**config.mk**
```make
export PLATFORM = sky130hd
export DESIGN_NAME = audio_delta_sigma_dac_flat
export DESIGN_NICKNAME = d
export VERILOG_FILES = /design/src/rtl/audio_delta_sigma_dac_if.sv /design/src/rtl/audio_delta_sigma_dac.sv /design/src/flat_wrapper.sv
export SDC_FILE = /design/constraint.sdc
export NUM_CORES = 1
export LEC_CHECK = 0
export CAP_MARGIN = 15
export CORE_UTILIZATION = 39
export DETAILED_ROUTE_END_ITERATION = 8
export HOLD_SLACK_MARGIN = 0.08
export PLACE_DENSITY = 0.56
export SYNTH_ARGS = -nofsm -noshare
export SYNTH_HDL_FRONTEND = slang
export SYNTH_SLANG_ARGS = --single-unit
```
**constraint.sdc**
```tcl
create_clock -name clk -period 18.6 [get_ports clk]
set_input_delay 1.86 -clock clk [delete_from_list [all_inputs] [get_ports clk]]
set_output_delay 1.86 -clock clk [all_outputs]
set_load 0.01 [all_outputs]
```
**src/rtl/audio_delta_sigma_dac_if.sv**
```systemverilog
// audio_delta_sigma_dac_if: valid/ready stream carrying one stereo PCM sample pair per transfer
interface audio_delta_sigma_dac_if #(parameter int DATA_WIDTH = 16);
    logic                  s_valid;
    logic                  s_ready;
    logic [DATA_WIDTH-1:0] s_data_l;
    logic [DATA_WIDTH-1:0] s_data_r;
    modport master (output s_valid, s_data_l, s_data_r, input s_ready);
    modport slave (input s_valid, s_data_l, s_data_r, output s_ready);
endinterface

```
**src/rtl/audio_delta_sigma_dac.sv**
```systemverilog
// audio_delta_sigma_dac: FIFO-buffered stereo first-order delta-sigma DAC, one pair released per sample tick.
// Define DAC_DITHER_EN to add +/-1 LSB LFSR dither (clamped) to each modulator input.
module audio_delta_sigma_dac #(
    parameter int DATA_WIDTH = 16,
    parameter int SAMPLE_DIV = 256,
    parameter int FIFO_DEPTH = 4
) (
    input  logic                          clk,
    input  logic                          reset,
    audio_delta_sigma_dac_if.slave        s,
    output logic                          audio_l,
    output logic                          audio_r,
    output logic                          underrun,
    output logic [$clog2(FIFO_DEPTH):0]   fifo_level
);
    localparam int W  = DATA_WIDTH;
    localparam int AW = $clog2(FIFO_DEPTH);
    localparam int CW = $clog2(SAMPLE_DIV);

    logic [CW-1:0]  cnt_q, cnt_d;
    logic [AW:0]    level_q, level_d;
    logic [AW-1:0]  wr_q, wr_d, rd_q, rd_d;
    logic [2*W-1:0] mem_q [FIFO_DEPTH];
    logic [2*W-1:0] mem_d [FIFO_DEPTH];
    logic           ready_q, ready_d;
    logic [W-1:0]   cur_l_q, cur_l_d, cur_r_q, cur_r_d;
    logic [W-1:0]   acc_l_q, acc_l_d, acc_r_q, acc_r_d;
    logic           audio_l_q, audio_l_d, audio_r_q, audio_r_d;
    logic           tick, push, pop;
    logic [W-1:0]   u_l, u_r;
    logic [W:0]     sum_l, sum_r;

`ifdef DAC_DITHER_EN
    logic [15:0] lfsr_q, lfsr_d;

    function automatic logic [W-1:0] dither(input logic [W-1:0] u, input logic up, input logic dn);
        return (up && !dn && !(&u)) ? u + W'(1) : (dn && !up && |u) ? u - W'(1) : u;
    endfunction
`endif

    always_comb begin
        tick = cnt_q == CW'(SAMPLE_DIV - 1);
        push = s.s_valid && ready_q;
        pop = tick && level_q != '0;
        cnt_d = tick ? '0 : cnt_q + CW'(1);
        wr_d = push ? wr_q + AW'(1) : wr_q;
        rd_d = pop ? rd_q + AW'(1) : rd_q;
        level_d = level_q + (AW+1)'(push) - (AW+1)'(pop);
        // ready tracks the post-edge level, so a pop cannot reopen a full FIFO in the same cycle
        ready_d = level_d < (AW+1)'(FIFO_DEPTH);
        mem_d = mem_q;
        mem_d[wr_q] = push ? {s.s_data_l, s.s_data_r} : mem_q[wr_q];
        {cur_l_d, cur_r_d} = pop ? mem_q[rd_q] : {cur_l_q, cur_r_q};
        u_l = {~cur_l_q[W-1], cur_l_q[W-2:0]};
        u_r = {~cur_r_q[W-1], cur_r_q[W-2:0]};
`ifdef DAC_DITHER_EN
        lfsr_d = {lfsr_q[14:0], lfsr_q[15] ^ lfsr_q[13] ^ lfsr_q[12] ^ lfsr_q[10]};
        u_l = dither(u_l, lfsr_q[0], lfsr_q[1]);
        u_r = dither(u_r, lfsr_q[2], lfsr_q[3]);
`endif
        sum_l = {1'b0, acc_l_q} + {1'b0, u_l};
        sum_r = {1'b0, acc_r_q} + {1'b0, u_r};
        acc_l_d = sum_l[W-1:0];
        acc_r_d = sum_r[W-1:0];
        audio_l_d = sum_l[W];
        audio_r_d = sum_r[W];
    end

    always_ff @(posedge clk or posedge reset) begin
        if (reset) begin
            cnt_q <= '0;
            level_q <= '0;
            wr_q <= '0;
            rd_q <= '0;
            for (int i = 0; i < FIFO_DEPTH; i++) mem_q[i] <= '0;
            ready_q <= 1'b0;
            cur_l_q <= '0;
            cur_r_q <= '0;
            acc_l_q <= '0;
            acc_r_q <= '0;
            audio_l_q <= 1'b0;
            audio_r_q <= 1'b0;
`ifdef DAC_DITHER_EN
            lfsr_q <= 16'hACE1;
`endif
        end else begin
            cnt_q <= cnt_d;
            level_q <= level_d;
            wr_q <= wr_d;
            rd_q <= rd_d;
            mem_q <= mem_d;
            ready_q <= ready_d;
            cur_l_q <= cur_l_d;
            cur_r_q <= cur_r_d;
            acc_l_q <= acc_l_d;
            acc_r_q <= acc_r_d;
            audio_l_q <= audio_l_d;
            audio_r_q <= audio_r_d;
`ifdef DAC_DITHER_EN
            lfsr_q <= lfsr_d;
`endif
        end
    end

    assign s.s_ready = ready_q;
    assign audio_l = audio_l_q;
    assign audio_r = audio_r_q;
    assign underrun = tick && level_q == '0;
    assign fifo_level = level_q;
endmodule

```
**src/flat_wrapper.sv**
```systemverilog
// flat-port wrapper written by rule: the top's interface ports become plain ports
module audio_delta_sigma_dac_flat 
#(
    parameter int DATA_WIDTH = 16,
    parameter int SAMPLE_DIV = 256,
    parameter int FIFO_DEPTH = 4
)
  (clk, reset, audio_l, audio_r, underrun, fifo_level, s_s_valid, s_s_data_l, s_s_data_r, s_s_ready);
  audio_delta_sigma_dac_if #(.DATA_WIDTH(DATA_WIDTH)) s_i ();
  input  logic clk;
  input  logic reset;
  output logic audio_l;
  output logic audio_r;
  output logic underrun;
  output logic [$clog2(FIFO_DEPTH):0] fifo_level;
  input wire logic [$bits(s_i.s_valid)-1:0] s_s_valid;
  input wire logic [$bits(s_i.s_data_l)-1:0] s_s_data_l;
  input wire logic [$bits(s_i.s_data_r)-1:0] s_s_data_r;
  output wire logic [$bits(s_i.s_ready)-1:0] s_s_ready;
  assign s_i.s_valid = s_s_valid;
  assign s_i.s_data_l = s_s_data_l;
  assign s_i.s_data_r = s_s_data_r;
  assign s_s_ready = s_i.s_ready;
  audio_delta_sigma_dac #(.DATA_WIDTH(DATA_WIDTH), .SAMPLE_DIV(SAMPLE_DIV), .FIFO_DEPTH(FIFO_DEPTH)) u_core (.clk(clk), .reset(reset), .s(s_i), .audio_l(audio_l), .audio_r(audio_r), .underrun(underrun), .fifo_level(fifo_level));
endmodule
```
### Yosys cells after proc, flatten, opt, wreduce, memory -nomap -nowiden

Index checks and enable logic that the tools add are counted.

* input port bits: 35
* register bits after elaboration: 210
* output and inout bits: 7
* logic and storage cells: 48

* equality and inequality tests: 1
* bitwise operators: 4
* reductions and logical operators: 6
* add/sub/neg operators: 7
* muxes and demuxes: 11
* order comparisons: 4

Operators with widths (count)
* $mux W32: 6
* $bmux W32 S2: 2
* $bwmux W128: 1
* $demux W32 S2: 1
* $add A16 B16 Y17: 2
* $add A8 B1 Y8 const B: 1
* $eq A8 B8 Y1 const B: 1
* $mux W8: 1
* $ge A3 B3 Y1 const B: 2
* $not A2 Y3: 2
* $add A2 B1 Y2 const B: 2
* $logic_and A1 B1 Y1: 4
* $add A3 B1 Y3: 1
* $logic_not A3 Y1: 1
* $lt A3 B1 Y1 const B: 1
* $lt A3 B3 Y1 const B: 1
* $reduce_bool A3 Y1: 1
* $sub A3 B1 Y3: 1
* $not A1 Y1: 2

### Depth between registers and ports, before layout

Gate-level depths: netlist (run 1).

* depth after elaboration: 6
* depth in mapped cells: 14

### Worst setup path after synthesis (run 1)

No wires, ideal clock.

* kind: input to register
* from: input s_s_valid
* to: register u_core.level_q[2], in the netlist u_core.fifo_level[2]
* data required time: 18479 ps
* data arrival time: 3282 ps
* path buffers: 1
* library setup time: 121 ps
* stages on the path: 9
* slack: 15197 ps
* cells stage by stage: nand2_1 > buf_2 > inv_1 > ha_1 > inv_1 > fa_1 > xnor2_1 > xor2_1 > inv_1

* cells in the longest elaborated chain, start to end: 3

RTL lines
* start, declared: line flat_wrapper.sv:16 `input wire logic [$bits(s_i.s_valid)-1:0] s_s_valid;`
* $logic_and A1 B1 Y1: line audio_delta_sigma_dac.sv:43 `push = s.s_valid && ready_q;`
* net u_core.push: line audio_delta_sigma_dac.sv:29 `logic tick, push, pop;`
* $add A3 B1 Y3: line audio_delta_sigma_dac.sv:48 `level_d = level_q + (AW+1)'(push) - (AW+1)'(pop);`
* $sub A3 B1 Y3: line audio_delta_sigma_dac.sv:48
* net u_core.level_d[2]: line audio_delta_sigma_dac.sv:21 `logic [AW:0] level_q, level_d;`
* end signal, assigned: line audio_delta_sigma_dac.sv:88 `level_q <= level_d;`
* end, declared: line audio_delta_sigma_dac.sv:21

The timed path passes the listed nets, and every way through them passes these cells.
A chain may end at the register's enable or synchronous reset.

### Final worst setup path (run 1)

* from: register u_core.cnt_q[0]
* to: output underrun

* cells in the longest elaborated chain, start to end: 2

RTL lines
* start, declared: line audio_delta_sigma_dac.sv:20 `logic [CW-1:0] cnt_q, cnt_d;`
* start signal, assigned: line audio_delta_sigma_dac.sv:87 `cnt_q <= cnt_d;`
* $eq A8 B8 Y1: line audio_delta_sigma_dac.sv:42 `tick = cnt_q == CW'(SAMPLE_DIV - 1);`
* $logic_and A1 B1 Y1: line audio_delta_sigma_dac.sv:108 `assign underrun = tick && level_q == '0;`
* end, declared: line flat_wrapper.sv:14 `output logic underrun;`

No other way between the ends.

==> key figures, run 1 <==
Global routing
  • Via count of the first global-routing pass: around 7200
  • First-pass GRT wire length: roughly 39 mm
  • Largest net degree at the start of global routing: roughly 130
  • GRT Total Usage: between 10% and 20%
  • Congestion Overflow GR: 0
  • Initial antenna violation count: 0

Worst setup path
  • CP Data Required Time: roughly 17 ns
  • CP endpoint kind: primary output
  • Crit Path Max Fanout: 5
  • Setup CP Type: register to primary output
  • Crit path DAT: roughly 2.4 ns
  • CP startpoint kind: register

STA
  • Count of final setup violators: 0
  • Final Max Tran Viols: 0
  • Final min period: between 4 and 5 ns
  • Endpoints failing hold: 0
  • Clock Skew: roughly 0.0077 ns
  • Max-slew headroom: 27.1%
  • Worst setup margin: 14.33 ns
  • RSZ-0062 raised after global routing: false
  • Fin crit share: around 23%
  • Fmax: roughly 230 MHz
  • Worst slew pin tran: ~1.1 ns
  • Setup TNS: 0 ns

Worst hold path
  • Worst min path class: register to register

Synthesis
  • Ys async rst share: 100%
  • Top cells by area, synth: dfrtp_1, mux4_2, a21oi_1
  • Register area share after synthesis: approximately half
  • Synth Area in Compound Gates: a little under an eighth
  • Syn Inst Count: 908
  • Adder-Cell Fraction of Synth Area: 5.06%
  • Yosys top cell by area: dfrtp_1
  • FF+latch count, synth: between 200 and 250
  • Syn_area_per_cell: approximately 12 sq um
  • Xor/xnor share of the synthesized area: 2.66%
  • Simple-gate area share of the yosys netlist: under 10%
  • Post-synth net total: 985
  • Synth top area share: 48.5%
  • Synth Warn #: 0
  • Count of unique library cells instantiated by Yosys: roughly 60
  • Mux contribution to synthesized area: between 20% and 30%
  • Main combinational cell family by area after synthesis: multiplexers
  • EDFF count, synth: 0
  • Most used DFF post-synth: dfrtp_1
  • Mapped Area: 10800 sq um

CTS
  • Setup Buffers After CTS: 0
  • TritonCTS clock tree: built
  • # hold bufs at CTS: 0
  • Worst skew pair latency: approximately 0.51 ns
  • CTS max path bufs: 3
  • CTS clk-pin slew, worst paths: about 0.06 ns
  • Htree depth: 1
  • Root buf cell: clkbuf_16
  • Inserted Clock Buffers: 25
  • Clk sinks: between 200 and 250
  • Cts repair resizes: 0

Power and ir drop
  • Worst IR Drop VDD: roughly 0.11 mV
  • Power per cell area: 139 nW/um^2
  • Pleak: 5.36 nW
  • Total power: around 1.7 mW

Floorplanning
  • IO Count: 42
  • Chip width: around 170 microns
  • Die Height: 169 microns
  • Die area: ~28000 sq um
  • Core area: 27100 sq um
  • # rows: 60
  • Initial Util: between 30 and 40%

Drt
  • Via count: 7001
  • Routed length per placed instance: ~18 microns
  • DR vias/cell: between 5 and 6
  • DRT iter0 DRCs: between 400 and 500
  • Metal-1 WL: approximately 12 mm
  • Met2 WL: about 11 mm
  • Total routed wirelength: approximately 24 mm
  • Drt pass-1 iters: 4
  • Routed length on met3: 635 microns
  • Post-detailed-route DRC marker count: 0
  • Highest routed layer: met4
  • Routed Antenna Nets: 0

Finish
  • Layout area overhead: 13.5%
  • Final net count: a little over 1000
  • Share of cells above drive strength 1: about 17%
  • ANT cells: 0
  • FF/Latch Area: 5260 sq um
  • Layout fillers: between 2000 and 3000
  • Cell area after layout: between 10000 and 15000 sq um
  • Area of the multi-input gates: 5210 sq um

Placement
  • HPWL Detailed: about 14 mm
  • Placement Setup Slack: around 14 ns
  • Placement-stage cell area: between 10000 and 15000 sq um
  • IO Port Bufs: 41
  • GP Congestion: around 0.77

Run status
  • Run status: completed

Run
  • Max Cap Viol: 0
-- cells by family after synthesis --
kind of cell	Yosys count
AOI/OAI and AO/OA	218
DFF	210
and+or+nand+nor	207
muxes	128
buffers and inverters	71
adders and majority gates	42
xor gates and xnor gates	32
-- synth_stat cells (2+ instances only) --
master,instances
buf_1,5
dfrtp_1,210
fa_1,3
clkbuf_1,30
buf_12,3
a31oi_1,3
mux2_4,23
a211oi_1,4
buf_2,11
o21a_1,3
o21ai_0,15
nand4_1,5
o22ai_1,2
o211a_1,3
buf_6,4
a21o_1,14
o21bai_1,2
nand2b_1,2
nor3_1,4
mux4_2,64
and3_1,6
nor2_1,144
a21oi_1,152
mux2_2,8
xnor2_1,17
nor4b_1,2
mux2i_1,33
xor2_1,14
a221oi_1,2
nand2_1,19
or3_1,5
or4_1,2
ha_1,39
nand3_1,10
a21o_2,2
inv_1,16
a211o_1,2
and4_1,2
-- final cells by class --
class | instances | share of cell area (%)
Sequential cell | 210 | 42.8
Multi-Input combinational cell | 627 | 42.4
Clock buffer | 37 | 6.03
Timing Repair Buffer | 50 | 3.89
Tap cell | 372 | 3.79
Inverter | 16 | 0.550
Clock inverter | 7 | 0.509
-- cell usage in the layout (no fill, tap or decap), types with 17 or more instances in the layout --
master and count:
dfrtp_1 207, a21oi_1 152, nor2_1 144, mux4_2 64, clkdlybuf4s50_1 41, ha_1 35
mux2i_1 33, clkbuf_16 25, mux2_4 23, nand2_1 18, xnor2_1 17
-- final timing paths --
path | start | end | depth (start not counted) | slack [ns]
max in group asynchronous | reset | u_core.mem_q[76]$_DFFE_PP0P_ | 3 | 15.04
hold reg to reg | u_core.acc_l_q[0]$_DFF_PP0_ | u_core.acc_l_q[0]$_DFF_PP0_ | 1 | 0.48
setup reg to reg | u_core.cnt_q[0]$_DFF_PP0_ | u_core.fifo_level[2]$_DFF_PP0_ | 12 | 15.40
setup / recovery | u_core.cnt_q[0]$_DFF_PP0_ | underrun | 5 | 14.33
min in group asynchronous | reset | u_core.cnt_q[6]$_DFF_PP0_ | 2 | 1.92
hold / removal | u_core.acc_l_q[0]$_DFF_PP0_ | u_core.acc_l_q[0]$_DFF_PP0_ | 1 | 0.48
-- metrics by stage --
step | cells | util [%] | hold WS, ns
floorplan | 908 | - | 0.445
global placement | 1275 | 42.4 | 0.463
detailed placement | 1275 | 42.4 | 0.471
CTS | 1319 | 45.3 | 0.484
global route | 1319 | 45.3 | 0.488
finish | 1319 | 45.3 | 0.478
-- worst max-delay path: stages, from the launching register on --
cell and delay, ns:
dfrtp_1 0.38, ha_1 0.20, and3_4 0.22, and4_4 0.26, nor4b_1 0.24, clkdlybuf4s50_1 0.59
-- state kept, by name, summed over array words and instances, names as in the netlist --
name,flops
u_core.s.s_ready,1
u_core.rd_q,2
u_core.cnt_q,8
u_core.fifo_level,3
u_core.mem_q,128
u_core.acc_l_q,16
u_core.audio_l,1
u_core.audio_r,1
u_core.cur_r_q,16
u_core.cur_l_q,16
u_core.wr_q,2
u_core.acc_r_q,16
-- report_power, final --
group	leakage, nW	internal [mW]	switching [mW]
sequential	2.41	0.576	0.106
combinational	2.55	0.249	0.296
clock	0.398	0.287	0.187
total	5.36	1.11	0.590
-- metal layers --
layer / track usage [%] / vias to the layer above
met3: 2.10 / 33
met5: 0 / -
met4: 4.19 / 0
li1: - / 3356
met2: 27.4 / 88
met1: 25.6 / 3524
Power figures use the tool's default switching activity.
==> run 2, diff against run 1 <==
PLACE_DENSITY = 0.58   (was 0.56)
clock period = 3.9 ns   (was 18.6 ns; I/O delays follow)
==> key figures, run 2 (same netlist as run 1, synthesis figures left out) <==
Finish
  • Most frequent cells in the layout: dfrtp_1, a21oi_1, nor2_1
  • Layout fillers: 2493 (-0.87%)
  • Number of flip-flops under the largest register name: 128 (unchanged)
  • Reg with most FFs: u_core.mem_q
  • Area of the multi-input gates: 5210 sq um (unchanged)
  • Share of cells above drive strength 1: 17.6% (+0.40 points)
  • Final net count: 1012 (+0.50%)
  • Fin cells: 1326 (+0.53%)
  • Util after Layout: 45.5% (+0.23 points)
  • ANT cells: 0 (unchanged)
  • FF/Latch Area: 5260 sq um (about the same)
  • Layout area overhead: 14.0%
  • Leading cell type in the layout, fill and taps excluded: dfrtp_1

Floorplanning
  • # rows: 60 (unchanged)
  • Die area: 28400 sq um (unchanged)
  • Core area: 27100 sq um (unchanged)
  • IO Count: 42 (unchanged)
  • Chip width: 169 microns (unchanged)
  • Die Height: 169 microns (unchanged)
  • Initial Util: 39.9% (unchanged)

CTS
  • CTS max path bufs: 3 (unchanged)
  • Root buf cell: clkbuf_16
  • CTS clk-pin slew, worst paths: 0.06 ns (about the same)
  • # hold bufs at CTS: 0 (unchanged)
  • Htree depth: 1 (unchanged)
  • Inserted Clock Buffers: 25 (unchanged)
  • TritonCTS clock tree: built
  • Cts repair resizes: 0 (unchanged)
  • Worst skew pair latency: 0.52 ns (about the same)
  • Setup Buffers After CTS: 0 (unchanged)
  • Clk sinks: 210 (unchanged)

STA
  • Setup TNS: 0 ns (unchanged)
  • Fin crit share: a little under three quarters
  • Fmax: 359 MHz
  • Max-slew headroom: 39.4% (+12 points)
  • Worst setup margin: 1.12 ns (-13.21 ns)
  • Final min period: about 2.8 ns
  • Worst slew pin tran: 0.908 ns (-0.185 ns)
  • Hold Slack: 0.422 ns (-0.0561 ns)
  • Endpoints failing hold: 0 (unchanged)
  • RSZ-0062 raised after global routing: false
  • Count of final setup violators: 0 (unchanged)
  • Clock Skew: 0.0125 ns (+0.00471 ns)
  • Final Max Tran Viols: 0 (unchanged)

Power and ir drop
  • Worst IR Drop VDD: 0.311 mV (+190%)
  • Power per cell area: 653 nW/um^2 (+370%)
  • Clock power frac: 27.3% (-0.6 points)
  • Combinational power share: 32.3% (+0.3 points)
  • Register share of total power: 40.4% (+0.3 points)
  • Internal power: 5.27 mW (+370%)
  • Pleak: 5.39 nW (+0.53%)
  • Switching part of the total: 34.7% (+0.052 points)
  • Switching pwr: 2.80 mW (+370%)

Run
  • Max Cap Viol: 0 (unchanged)

Placement
  • Placed cells: 1280 (+0.39%)
  • Placement Setup Slack: 1.34 ns (-13.06 ns)
  • IO Port Bufs: 41 (unchanged)
  • GP Congestion: 0.811 (+5.9%)
  • HPWL Detailed: 14.5 mm (+0.73%)

Global routing
  • Via count of the first global-routing pass: 7187 (-0.58%)
  • Largest net degree at the start of global routing: 144 (+9.1%)
  • First-pass GRT wire length: 38.6 mm (-1.2%)
  • GRT Total Usage: 16.9% (-0.43 points)
  • Initial antenna violation count: 0 (unchanged)
  • Congestion Overflow GR: 0 (unchanged)

Drt
  • Total routed wirelength: 22.8 mm (-3.6%)
  • DR vias/cell: 5.35 (+0.71%)
  • Via count: 7088 (+1.2%)
  • DRT iter0 DRCs: 424 (+5.2%)
  • Post-detailed-route DRC marker count: 0 (unchanged)
  • Drt pass-1 iters: 5 (+1)
  • Routed Antenna Nets: 0 (unchanged)
  • Routed length per placed instance: 17.2 microns (-4.1%)

Worst setup path
  • RR Endpoint: u_core.fifo_level[2]$_DFF_PP0_
  • Crit path DAT: 2.39 ns (-0.02 ns)
  • CP startpoint kind: register
  • R2R depth: 12 (unchanged)
  • Crit Path Max Fanout: 5 (unchanged)
  • CP Data Required Time: 3.51 ns (-13.23 ns)
  • Worst reg2reg path startpoint: u_core.cnt_q[0]$_DFF_PP0_
  • CP endpoint kind: primary output
  • Worst setup path startpoint: u_core.cnt_q[0]$_DFF_PP0_
  • R2r setup slk: 1.32 ns (-14.08 ns)
  • Setup CP Type: register to primary output
  • Critical path destination: underrun

Worst hold path
  • Worst min path class: primary input to async pin

Run status
  • Run status: completed
-- run 2: worst max-delay path, stage by stage, from the launching register on --
cell and delay (ns):
dfrtp_1 0.38, ha_1 0.20, and3_4 0.21, and4_4 0.26, nor4b_1 0.24, clkdlybuf4s50_1 0.60
-- run 2: through the flow --
step           area, sq um  total power, mW
2_1_floorplan        10800             5.21
3_3_place_gp         11600             5.86
3_5_place_dp         11600             5.93
4_1_cts              12300             8.17
5_1_grt              12300             8.61
6_report             12300             8.06
-- run 2: final cells by class --
type / count / area share, %
clock inverter: 9 / 0.416
clock buffer: 37 / 5.92
tap: 372 / 3.77
multi-input combinational: 627 / 42.2
sequential: 210 / 42.6
timing repair buffer: 55 / 4.58
inverter: 16 / 0.517
-- run 2: how the worst min path moves through the flow --
stage	to	slack, ns
after global routing	u_core.acc_r_q[0]$_DFF_PP0_	0.49
after CTS	u_core.acc_r_q[0]$_DFF_PP0_	0.48
after global placement	u_core.cnt_q[7]$_DFF_PP0_	0.46
after detailed placement	u_core.acc_r_q[0]$_DFF_PP0_	0.47
after floorplan	u_core.cnt_q[0]$_DFF_PP0_	0.44
final	u_core.mem_q[93]$_DFFE_PP0P_	0.42
-- run 2: per-layer routing --
layer / part of all wire, % / GRT usage (%) / vias up / routed length [microns]
li1: - / - / 3382 / -
met1: 48 / 24.7 / 3544 / 10900
met2: 46 / 26.7 / 136 / 10500
met3: 4.4 / 2.45 / 26 / 1010
met4: 1.6 / 4.23 / 0 / 366
met5: 0 / 0 / - / 0
-- run 2: power groups by stage --
stage	sequential (mW)	clock [mW]	combinational, mW
floorplan	3.06	0	2.15
global placement	3.27	0	2.60
detailed placement	3.29	0	2.64
CTS	3.26	2.26	2.65
global route	3.35	2.35	2.92
finish	3.26	2.20	2.61
==> RTL edit (flow settings as in run 2) <==
The option `DAC_DITHER_EN` is turned on by a define.
--- a/src/rtl/audio_delta_sigma_dac.sv
+++ b/src/rtl/audio_delta_sigma_dac.sv
@@ -1,4 +1,6 @@
 // audio_delta_sigma_dac: FIFO-buffered stereo first-order delta-sigma DAC, one pair released per sample tick.
 // Define DAC_DITHER_EN to add +/-1 LSB LFSR dither (clamped) to each modulator input.
+`define DAC_DITHER_EN
+
 module audio_delta_sigma_dac #(
     parameter int DATA_WIDTH = 16,
Function: no difference found for any inputs over 10 cycles, from zero or initial values and one cycle with reset high; that may be too few to reach the edited logic, so the function may still have changed.
==> RTL edit against run 2 <==
Clock power grew 12%; largest cell class is now multi-input combinational cells; wire length grew 15%; combinational power grew 3%; largest power group unchanged; highest routed layer unchanged; sequential share of layout area shrank 2.1 points; critical path type is now reg2reg; power grew 5.8%; cell area grew 13%; sequential cell count grew 16; register-to-register slack lost 1100 ps; area after synthesis grew 13%; sequential power grew 3%; count of clock-buffer cells in the layout grew 1; worst setup slack lost 900 ps.
==> RTL edit: results (changes against run 2) <==
outcome finished, final reports clean (unchanged); top post-synthesis cells by count 218 x dfrtp_1, 161 x nor2_1, 160 x a21oi_1 (was 210 x dfrtp_1, 152 x a21oi_1, 144 x nor2_1); layout cell share with drive strength beyond 1 0.172 (was 0.176); HP Class in2async (unchanged); Synth cell types 67 (was 61); VDD IR max 0.432 mV (was 0.311 mV); dpl hpwl 17300 microns (was 14500 microns); async set-reset flop share out of synthesis 1.00 (unchanged); DRT iter0 DRCs 419 (was 424); Synth Warn # 0 (unchanged); Worst-path clk slew 60 ps (about the same); Lkg Pwr 5.96 nW (was 5.39 nW); Final Net Count 1217 (was 1012); Synth area leaders dfrtp_1 45%, mux4_2 12%, a21oi_1 6.6% (was dfrtp_1 49%, mux4_2 13%, a21oi_1 7.0%); max incr delay on CP 480 ps (was 600 ps); clock root cell clkbuf_16 (unchanged); fillers 2789 (was 2493); critical path arrival 4090 ps (was 2390 ps); overall routing resource usage 0.173 (was 0.169); largest net degree at the start of global routing 82 (was 144); placed inst area 13100 sq um (was 11600 sq um); ant diodes 0 (unchanged); Port Buffers 41 (unchanged); GPL Wtd Cong 0.790 (was 0.811); final cell count without fillers 1548 (was 1326); 1st-pass router iterations 4 (was 5); htree depth 1 (unchanged); vias in the first global route 8268 (was 7187); CP max FO 7 (was 5); post-synthesis cell count 1097 (was 908); slew of the pin with the lowest slew margin 1050 ps (was 908 ps); number of flops mapped to enable cells by yosys 0 (unchanged); first-pass GRT wire length 43800 microns (was 38600 microns); clk buf depth 3 (unchanged); total CTS buffers 26 (was 25); most flop-heavy register u_core.mem_q (unchanged); Max Clock Skew 11.3 ps (was 12.5 ps); initial antenna violation count 0 (unchanged); drt total wl 26300 microns (was 22800 microns); clk_lat worst skew 530 ps; Avg Vias per Cell 5.37 (was 5.35); critical path's top delay family compound AO/OA/AOI/OAI gates (was simple AND/OR/NAND/NOR gates); Largest register FFs 128 (unchanged); register area share after synthesis 0.465 (was 0.485); Slowest-stage cell, CP dfrtp_1 (was clkdlybuf4s50_1)
==> RTL edit: cell types whose count changed after synthesis, moves of 8 or more <==
cell and delta:
nand2_1 +26, xnor2_1 +26, mux2_4 -23, mux2_2 +19, nor2_1 +17, o21ai_0 +16, a21oi_1 +8, dfrtp_1 +8
dfstp_2 +8, ha_1 +8, nand2b_1 +8
==> RTL edit: stage by stage <==
stage / hold slack [ps] / utilization / worst slack [ps] / power (mW)
floorplan: 331 / - / 272 / 5.34
CTS: 235 / 0.456 / 155 / 8.66
detailed placement: 339 / 0.427 / 175 / 6.13
global placement: 334 / 0.427 / 247 / 6.06
global route: 269 / 0.457 / 0.654 / 9.10
finish: 239 / 0.457 / 215 / 8.53
==> RTL edit: layout make-up <==
cell class / instances / share of cell area
tap: 396 / 0.0354
multi-input combinational: 787 / 0.443
inverter: 23 / 0.00643
clock buffer: 38 / 0.0562
sequential: 226 / 0.405
clock inverter: 10 / 0.00715
timing repair buffer: 68 / 0.0474
==> RTL edit: where the power goes <==
| part | internal (mW) | switching [mW] | total [mW] |
|---|---|---|---|
| registers | 2.91 | 0.450 | 3.36 |
| logic | 1.24 | 1.46 | 2.70 |
| clock network | 1.52 | 0.948 | 2.47 |
| total | 5.67 | 2.86 | 8.53 |
==> RTL edit: logic make-up (layout without fill, tap and decap cells) <==
group           Yosys count  count (layout)  share of synthesized area
compound gates          257             257                      0.122
xor+xnor                 64              64                     0.0460
fa+ha+maj                50              50                     0.0532
buf+inv                  84             139                     0.0280
flops                   226             226                      0.465
mux                     123             123                      0.170
simple gates            293             293                      0.116
==> RTL edit: final timing paths <==
| kind | from | to | slack [ps] | cells after the start |
|---|---|---|---|---|
| worst max-delay path | u_core.cur_r_q[9] | u_core.acc_r_q[14] | 220 | 14 |
| worst min-delay path | reset | u_core.mem_q[22] | 240 | 2 |
| worst max register to register | u_core.cur_r_q[9] | u_core.acc_r_q[14] | 220 | 14 |
| worst min register to register | u_core.lfsr_q[9] | u_core.lfsr_q[10] | 350 | 0 |
| max in group asynchronous | reset | u_core.acc_l_q[14] | 2610 | 3 |
| min in group clk | u_core.lfsr_q[9] | u_core.lfsr_q[10] | 350 | 0 |
==> RTL edit: timing repair <==
item                                    4_1_cts  5_1_grt
endpoints found under the setup margin        0        6
hold buffers                                  0        0
setup buffers                                 0        2
resized for setup                             0        4
==> RTL edit: routing by layer <==
metal / GRT usage / wire, microns / vias up
met4: 0.0417 / 433 / 0
met1: 0.247 / 12400 / 4079
met3: 0.0214 / 1020 / 36
li1: - / - / 4058
met5: 0 / 0 / -
met2: 0.280 / 12400 / 144
